### src/rtl/occ_pkg.sv
// Shared types and helpers for the occupancy gate controller.
// Holds the FSM state encoding, the default count width and the alarm timer width helper.
package occ_pkg;

  typedef enum logic {
    ST_OPEN   = 1'b0,
    ST_LOCKED = 1'b1
  } occ_state_e;

  localparam int OCC_WIDTH = 4;

  // Bits needed to hold the value 'cycles' (never less than one bit).
  function automatic int timer_width(input int cycles);
    int w;
    w = $clog2(cycles + 1);
    return (w < 1) ? 1 : w;
  endfunction

endpackage

### src/rtl/occ_alarm_timer.sv
// Retriggerable alarm timer: a load starts (or restarts) a busy window of CYCLES clocks,
// beginning on the clock after the load; clear stops it at once.
module occ_alarm_timer
  import occ_pkg::*;
#(
  parameter int CYCLES = 100
) (
  input  logic CLK,
  input  logic RST_N,
  input  logic clear,
  input  logic load,
  output logic busy
);

  localparam int TW = timer_width(CYCLES);
  localparam logic [TW-1:0] LOAD_VAL = TW'(CYCLES);
  localparam logic [TW-1:0] LAST_VAL = TW'(1);

  logic [TW-1:0] remain_q;
  logic          busy_q;

  // NOTE: state registers use non-blocking assignments so every flop samples pre-edge values.
  always_ff @(posedge CLK or negedge RST_N) begin
    if (!RST_N) begin
      remain_q <= '0;
      busy_q   <= 1'b0;
    end else if (clear) begin
      remain_q <= '0;
      busy_q   <= 1'b0;
    end else if (load) begin
      remain_q <= LOAD_VAL;
      busy_q   <= 1'b1;
    end else begin
      if (remain_q != '0) remain_q <= remain_q - 1'b1;
      // Busy covers remain values CYCLES..1, i.e. exactly CYCLES clocks.
      busy_q <= (remain_q > LAST_VAL);
    end
  end

  assign busy = busy_q;

endmodule

### src/rtl/occupancy_gate_ctrl.sv
// Occupancy controller: turns ENTRY/EXIT pulses into a saturating room count with a hysteretic
// door lock and sticky overflow/underflow flags. Define OCC_ALARM_EN to add the timed ALARM output.
module occupancy_gate_ctrl
  import occ_pkg::*;
#(
  parameter int MAX_COUNT    = 15,
  parameter int HYST         = 2,
  parameter int WIDTH        = OCC_WIDTH,
  parameter int ALARM_CYCLES = 100
) (
  input  logic             CLK,
  input  logic             RST_N,
  input  logic             ENTRY_P,
  input  logic             EXIT_P,
  input  logic             CLEAR,
  output logic [WIDTH-1:0] COUNT,
  output logic             EMPTY,
  output logic             LOCK,
  output logic             OVF_ERR,
  output logic             UNF_ERR,
  output logic             ALARM
);

  if (MAX_COUNT < 2 || MAX_COUNT > (1 << WIDTH) - 1 || HYST < 1 || HYST >= MAX_COUNT ||
      ALARM_CYCLES < 1) begin : g_bad_params
    $error("occupancy_gate_ctrl: illegal parameter combination");
  end

  localparam logic [WIDTH-1:0] FULL_LVL = WIDTH'(MAX_COUNT);
  localparam logic [WIDTH-1:0] OPEN_LVL = WIDTH'(MAX_COUNT - HYST);

  occ_state_e       state_q, state_nxt;
  logic [WIDTH-1:0] count_q, count_nxt;
  logic             empty_q;
  logic             ovf_q, ovf_nxt;
  logic             unf_q, unf_nxt;
  logic             reject;

  // NOTE: every always_comb output is defaulted first so no path leaves a latch behind.
  always_comb begin
    count_nxt = count_q;
    ovf_nxt   = ovf_q;
    unf_nxt   = unf_q;
    reject    = 1'b0;
    state_nxt = state_q;

    if (CLEAR) begin
      count_nxt = '0;
      ovf_nxt   = 1'b0;
      unf_nxt   = 1'b0;
    end else if (ENTRY_P && !EXIT_P) begin
      if (state_q == ST_LOCKED) begin
        ovf_nxt = 1'b1;
        reject  = 1'b1;
      end else begin
        count_nxt = count_q + 1'b1;
      end
    end else if (EXIT_P && !ENTRY_P) begin
      if (count_q != '0) count_nxt = count_q - 1'b1;
      else               unf_nxt   = 1'b1;
    end

    // Lock decisions look at the post-event count so LOCK moves in step with COUNT.
    if (CLEAR) begin
      state_nxt = ST_OPEN;
    end else begin
      case (state_q)
        ST_OPEN:   if (count_nxt == FULL_LVL) state_nxt = ST_LOCKED;
        ST_LOCKED: if (count_nxt <= OPEN_LVL) state_nxt = ST_OPEN;
        default:   state_nxt = ST_OPEN;
      endcase
    end
  end

  always_ff @(posedge CLK or negedge RST_N) begin
    if (!RST_N) begin
      state_q <= ST_OPEN;
      count_q <= '0;
      empty_q <= 1'b1;
      ovf_q   <= 1'b0;
      unf_q   <= 1'b0;
    end else begin
      state_q <= state_nxt;
      count_q <= count_nxt;
      empty_q <= (count_nxt == '0);
      ovf_q   <= ovf_nxt;
      unf_q   <= unf_nxt;
    end
  end

  assign COUNT   = count_q;
  assign EMPTY   = empty_q;
  assign LOCK    = (state_q == ST_LOCKED);
  assign OVF_ERR = ovf_q;
  assign UNF_ERR = unf_q;

`ifdef OCC_ALARM_EN
  occ_alarm_timer #(
    .CYCLES(ALARM_CYCLES)
  ) u_alarm_timer (
    .CLK  (CLK),
    .RST_N(RST_N),
    .clear(CLEAR),
    .load (reject),
    .busy (ALARM)
  );
`else
  assign ALARM = 1'b0;
`endif

endmodule

### config.mk
export PLATFORM = sky130hd
export DESIGN_NAME = occupancy_gate_ctrl
export DESIGN_NICKNAME = d
export VERILOG_FILES = /design/src/rtl/occ_pkg.sv /design/src/rtl/occ_alarm_timer.sv /design/src/rtl/occupancy_gate_ctrl.sv
export SDC_FILE = /design/constraint.sdc
export NUM_CORES = 1
export LEC_CHECK = 0
export CORE_MARGIN = 2
export CORE_UTILIZATION = 41
export CTS_CLUSTER_SIZE = 20
export DETAILED_ROUTE_END_ITERATION = 6
export GPL_ROUTABILITY_DRIVEN = 0
export PLACE_DENSITY_LB_ADDON = 0.1
export SLEW_MARGIN = 15
export SYNTH_ARGS = -nofsm -noshare
export SYNTH_HDL_FRONTEND = slang
export SYNTH_SLANG_ARGS = --single-unit
### constraint.sdc
create_clock -name CLK -period 1.9 [get_ports CLK]
set_clock_uncertainty 0.2 [all_clocks]
set_input_delay 0.38 -clock CLK [delete_from_list [all_inputs] [get_ports CLK]]
set_output_delay 0.38 -clock CLK [all_outputs]
set_load 0.005 [all_outputs]
Yosys cells after proc, flatten, opt, wreduce, memory -nomap -nowiden
Index checks and enable logic that the tools add are counted.
- bits of input ports: 5
- output and inout bits: 9
- register bits after elaboration: 8
- word-level logic and storage cells: 39
- reductions and logical operators: 11
- equal/unequal tests: 3
- add/sub/neg operators: 2
- bitwise gates (word level): 1
- $lt $le $gt $ge: 1
- muxes and demuxes: 16
- operators with widths (cell ; number):
    $mux 4 ; 5
    $mux 1 ; 10
    $reduce_bool 2->1 ; 3
    $add 4x1->4 const B ; 1
    $eq 4x4->1 const B ; 1
    $le 4x4->1 const B ; 1
    $logic_not 4->1 ; 1
    $ne 2x2->1 const B ; 2
    $reduce_bool 4->1 ; 1
    $sub 4x1->4 const B ; 1
    $reduce_and 3->1 ; 1
    $logic_and 1x1->1 ; 2
    $logic_not 1->1 ; 2
    $pmux 1 s2 ; 1
    $reduce_and 2->1 ; 1
    $not 1->1 ; 1

Longest topological paths before layout
- depth in word-level cells: 9
- mapped depth: 6
- mapped depth without buffers: 6

Worst setup path after synthesis
No wires, ideal clock.
- kind: reg2reg
- from: register count_q[0] (netlist: COUNT[0])
- to: register empty_q (netlist: EMPTY)
- data required time: 1.610 ns
- library setup time: 0.090 ns
- clock period less this slack: 1.906 ns
- buffers on the path: 0
- path slack: -0.006 ns
- cell stages (with the launch flop): 7
- data arrival time: 1.616 ns
- cells stage by stage: dfrtp_1 -> inv_1 -> ha_1 -> nor3b_2 -> o22ai_1 -> mux2_4 -> nor4_2
- longest elaborated chain between the ends: 6
- elaborated cells on any way between the ends: 9
- those cells by class: 2 x add/sub; 5 x mux; 2 x reduce/logical
- ends and longest elaborated chain (what ; RTL line ; RTL):
    start: declaration ; occupancy_gate_ctrl.sv:33 ; logic [WIDTH-1:0] count_q, count_nxt;
    start signal: assignment ; occupancy_gate_ctrl.sv:84 ; count_q <= count_nxt;
    $sub 4x1->4 / $reduce_bool 4->1 (equally long branches) ; occupancy_gate_ctrl.sv:59 ; if (count_q != '0) count_nxt = count_q - 1'b1;
    $mux 4 ; occupancy_gate_ctrl.sv:59 ;
    $mux 4 ; occupancy_gate_ctrl.sv:58 ; end else if (EXIT_P && !ENTRY_P) begin
    $mux 4 (*) ; occupancy_gate_ctrl.sv:51 ; end else if (ENTRY_P && !EXIT_P) begin
    $mux 4 (*) ; occupancy_gate_ctrl.sv:47 ; if (CLEAR) begin
    via count_nxt[0] ; occupancy_gate_ctrl.sv:33 ;
    $logic_not 4->1 (*) ; occupancy_gate_ctrl.sv:85 ; empty_q <= (count_nxt == '0);
    end signal: assignment ; occupancy_gate_ctrl.sv:85 ;
    end: declaration ; occupancy_gate_ctrl.sv:34 ; logic empty_q;
The timed path passes the listed nets; every way through them passes the cells marked *.
A chain may end at the register's enable or synchronous reset.

Worst setup path after layout
- from: register state_q (netlist: LOCK)
- to: output LOCK
- RTL lines (what ; RTL line ; RTL):
    start: declaration ; occupancy_gate_ctrl.sv:32 ; occ_state_e state_q, state_nxt;
    start signal: assignment ; occupancy_gate_ctrl.sv:83 ; state_q <= state_nxt;
    end: declaration ; occupancy_gate_ctrl.sv:18 ; output logic LOCK,
No word-level cell between the ends.

==> out/summary.txt <==
type of element capturing the critical path: output port
chip height: 40.1 um
Post-route DRC: 0
Clock Latency Late Sink: 250 ps
TritonCTS Sinks: 8
setup repair after global routing missed its margin: true
number of antenna violations at the first check in global routing: 0
final setup TNS: 0 ps
number of pins exceeding their max-slew limit in the final report: 0
post-route antenna net violation count: 0
area inside the core boundary: 1250 um2
minimum setup slack in the final design: 14.8 ps
post-CTS clock slew at the launch and capture registers of the worst setup and hold paths: 50 ps
worst endpoint data arrival time: 1310 ps
number of warnings reported in the yosys synthesis log: 0
root buffer selected by CTS: sky130_fd_sc_hd__clkbuf_4
gate count of the mapped netlist: 49
Crit Path Class: register to output port
cell total after placement: 86
sequential element share of the synthesized area: 37.7%
post-synthesis mux area share: 2.81%
IO Pins: 14
area after detailed placement: 754 um2
Simple-Gate Fraction of Synth Area: 24.6%
FP Rows: 13
total power density per cell area: 673 nW/um2
final critical-path share of the clock period: 99.2%
min-delay worst type: input port to asynchronous set/reset pin
number of standard cells in the final layout excluding fillers: 93
Mapped Area: 534 um2
number of buffers and inverters on the critical path: 1
Layout fillers: 98
number of distinct library cells after synthesis: 34
overflow left after global routing: 0
Top Family by Delay on Critical Path: buffers and inverters
final hold slack: 195 ps
data required time at the worst endpoint: 1320 ps
outcome: finished clean
max-cap violation count: 0
Final Hold Vio Count: 0
top fanout value on the critical path: 8
number of nets produced by synthesis: 56
final non-filler cell area: 843 um2
Die Width: 40.1 um
Leakage: 0.362 nW
final net count: 86
post-route minimum period: 1890 ps
dominant combinational cell family by area after synthesis: simple AND/OR/NAND/NOR gates
Post-Synth XOR/XNOR Area: 4.92%
Area Overhead vs Synth: 57.8%
count of port buffers added during placement: 12
maximum number of pins on one net before global-route repair: 10
DP Worst Slack: -317 ps
routed vias/inst: 4.84
initial cell density of the core: 42.7%
number of synthesized register bits: 8
Compound-Gate Fraction of Synth Area: 21.8%
number of global-route vias before repair: 409
worst-case vdd ir drop: 0.000449 V
DIE AREA: 1610 um2
Final Core Density: 67.3%
number of diodes added for antenna fixing: 0
buffers from clock root to sink, at most: 2
TritonCTS clock tree: done
Max Clock Freq: 530 MHz
total routed wirelength: 1.16 mm
Total Power: 0.568 mW
first-pass GRT wire length: 1.76 mm
number of buffers created by CTS: 3
estimated wirelength of the detail-placed design: 863 um
peak per-stage delay on the critical path: 560 ps
syn_area_per_cell: 10.9 um2
count of routing violations after the opening detailed-route iteration: 2
H-tree depth reported by CTS: 1
Final Setup Violations: 0
Crit-path slowest cell: sky130_fd_sc_hd__clkdlybuf4s50_1
synthesized-area fraction occupied by adder cells: 4.68%
detailed-routing iteration count for the pre-antenna-repair pass: 3
routed vias: 450
total routing usage reported by global routing: 17.5%
Cell Chain, Critical Path: clkdlybuf4s50_1
category of the worst setup path launch point: register
fraction of layout instances using a drive strength above 1: 41.0%
routed length per instance: 12.5 um
cell families (layout without fill, tap and decap cells):
kind of cell | Yosys count | count (layout)
buf+inv | 3 | 32
mux | 1 | 1
other cells | 1 | 1
fa+ha+maj | 2 | 2
xor+xnor | 3 | 3
compound gates | 12 | 12
simple gates | 19 | 19
flops | 8 | 8
what timing repair did:
action	in CTS	in global routing
resized for setup	6	5
endpoints found under the setup margin	3	4
pin swaps	0	4
buffers inserted	2	1
hold buffers	0	0
power breakdown:
| group | switching, mW | internal, mW |
|---|---|---|
| Sequential | 0.0129 | 0.191 |
| Clock | 0.0524 | 0.0800 |
| Combinational | 0.0935 | 0.138 |
| Total | 0.159 | 0.409 |
synthesized netlist by cell type (all sizes together):
master	n	share of area, %
nor2	5	3.5
dfrtp	7	33
buf	1	1.4
nand2b	2	2.3
xor2	1	1.6
xnor2	2	3.3
and2b	1	1.4
a211oi	2	3.7
a31oi	1	4.0
conb	1	0.70
a221oi	1	2.8
o22ai	1	1.2
a21bo	1	1.9
mux2	1	2.8
nor3	1	0.94
or3	1	2.1
and4b	1	1.9
o2111a	1	2.1
ha	2	4.7
nor4	1	2.3
or2b	1	1.4
inv	2	1.4
nand3b	1	1.4
nor3b	2	3.7
nor2b	1	1.2
a21oi	2	1.9
o221ai	1	1.6
a32oi	1	1.6
nand4b	1	1.6
dfstp	1	4.9
nand2	1	0.70
o21ai	1	0.94
area by class of cell:
cell class / count / area, um2 / area share (%)
inverters: 2 / 7.51 / 0.890
multi-input cells: 38 / 357 / 42.3
well taps: 15 / 18.8 / 2.23
flip-flops and latches: 8 / 204 / 24.2
clock buffers: 4 / 26.3 / 3.12
repair buffers: 26 / 230 / 27.3
worst paths after layout:
| path | endpoint | slack [ps] | cells past startpoint | from |
|---|---|---|---|---|
| max | LOCK | 10 | 1 | LOCK$_DFF_PN0_ |
| min | OVF_ERR$_DFFE_PN0P_ | 200 | 1 | RST_N |
| max reg2reg | LOCK$_DFF_PN0_ | 20 | 7 | COUNT[0]$_DFF_PN0_ |
| min reg2reg | UNF_ERR$_DFFE_PN0P_ | 290 | 2 | UNF_ERR$_DFFE_PN0P_ |
| max in group asynchronous | EMPTY$_DFF_PN1_ | 1010 | 1 | RST_N |
| min in group CLK | UNF_ERR$_DFFE_PN0P_ | 290 | 2 | UNF_ERR$_DFFE_PN0P_ |
placed cells by master, fill, tap and decap left out, types with 2 or more instances in the layout:
cell and count:
sky130_fd_sc_hd__nor2_1 5, sky130_fd_sc_hd__clkbuf_4 3, sky130_fd_sc_hd__xnor2_1 2, sky130_fd_sc_hd__inv_1 2
sky130_fd_sc_hd__dfrtp_2 2, sky130_fd_sc_hd__buf_4 12, sky130_fd_sc_hd__dfrtp_1 5, sky130_fd_sc_hd__buf_6 2
sky130_fd_sc_hd__dlygate4sd2_1 2, sky130_fd_sc_hd__a21oi_1 2, sky130_fd_sc_hd__clkdlybuf4s50_1 10
worst reg2reg max path, stage by stage, from the launching register on:
cell,delay [ps]
sky130_fd_sc_hd__dfrtp_1,330
sky130_fd_sc_hd__inv_1,80
sky130_fd_sc_hd__ha_4,170
sky130_fd_sc_hd__nor3b_4,160
sky130_fd_sc_hd__buf_6,120
sky130_fd_sc_hd__or3_4,330
sky130_fd_sc_hd__a31oi_4,210
sky130_fd_sc_hd__o2111a_1,210
metal layers:
layer / GRT usage, % / wire, um / vias to the layer above
met5: 0 / 0 / -
met4: 10.3 / 0 / 0
met3: 3.33 / 21 / 0
met2: 27.0 / 566 / 7
met1: 22.4 / 569 / 204
li1: - / - / 239
registers in the layout, indices dropped and copies added, names as in the netlist:
name	cells
COUNT	4
EMPTY	1
LOCK	1
OVF_ERR	1
UNF_ERR	1
Power figures use the tool's default switching activity.
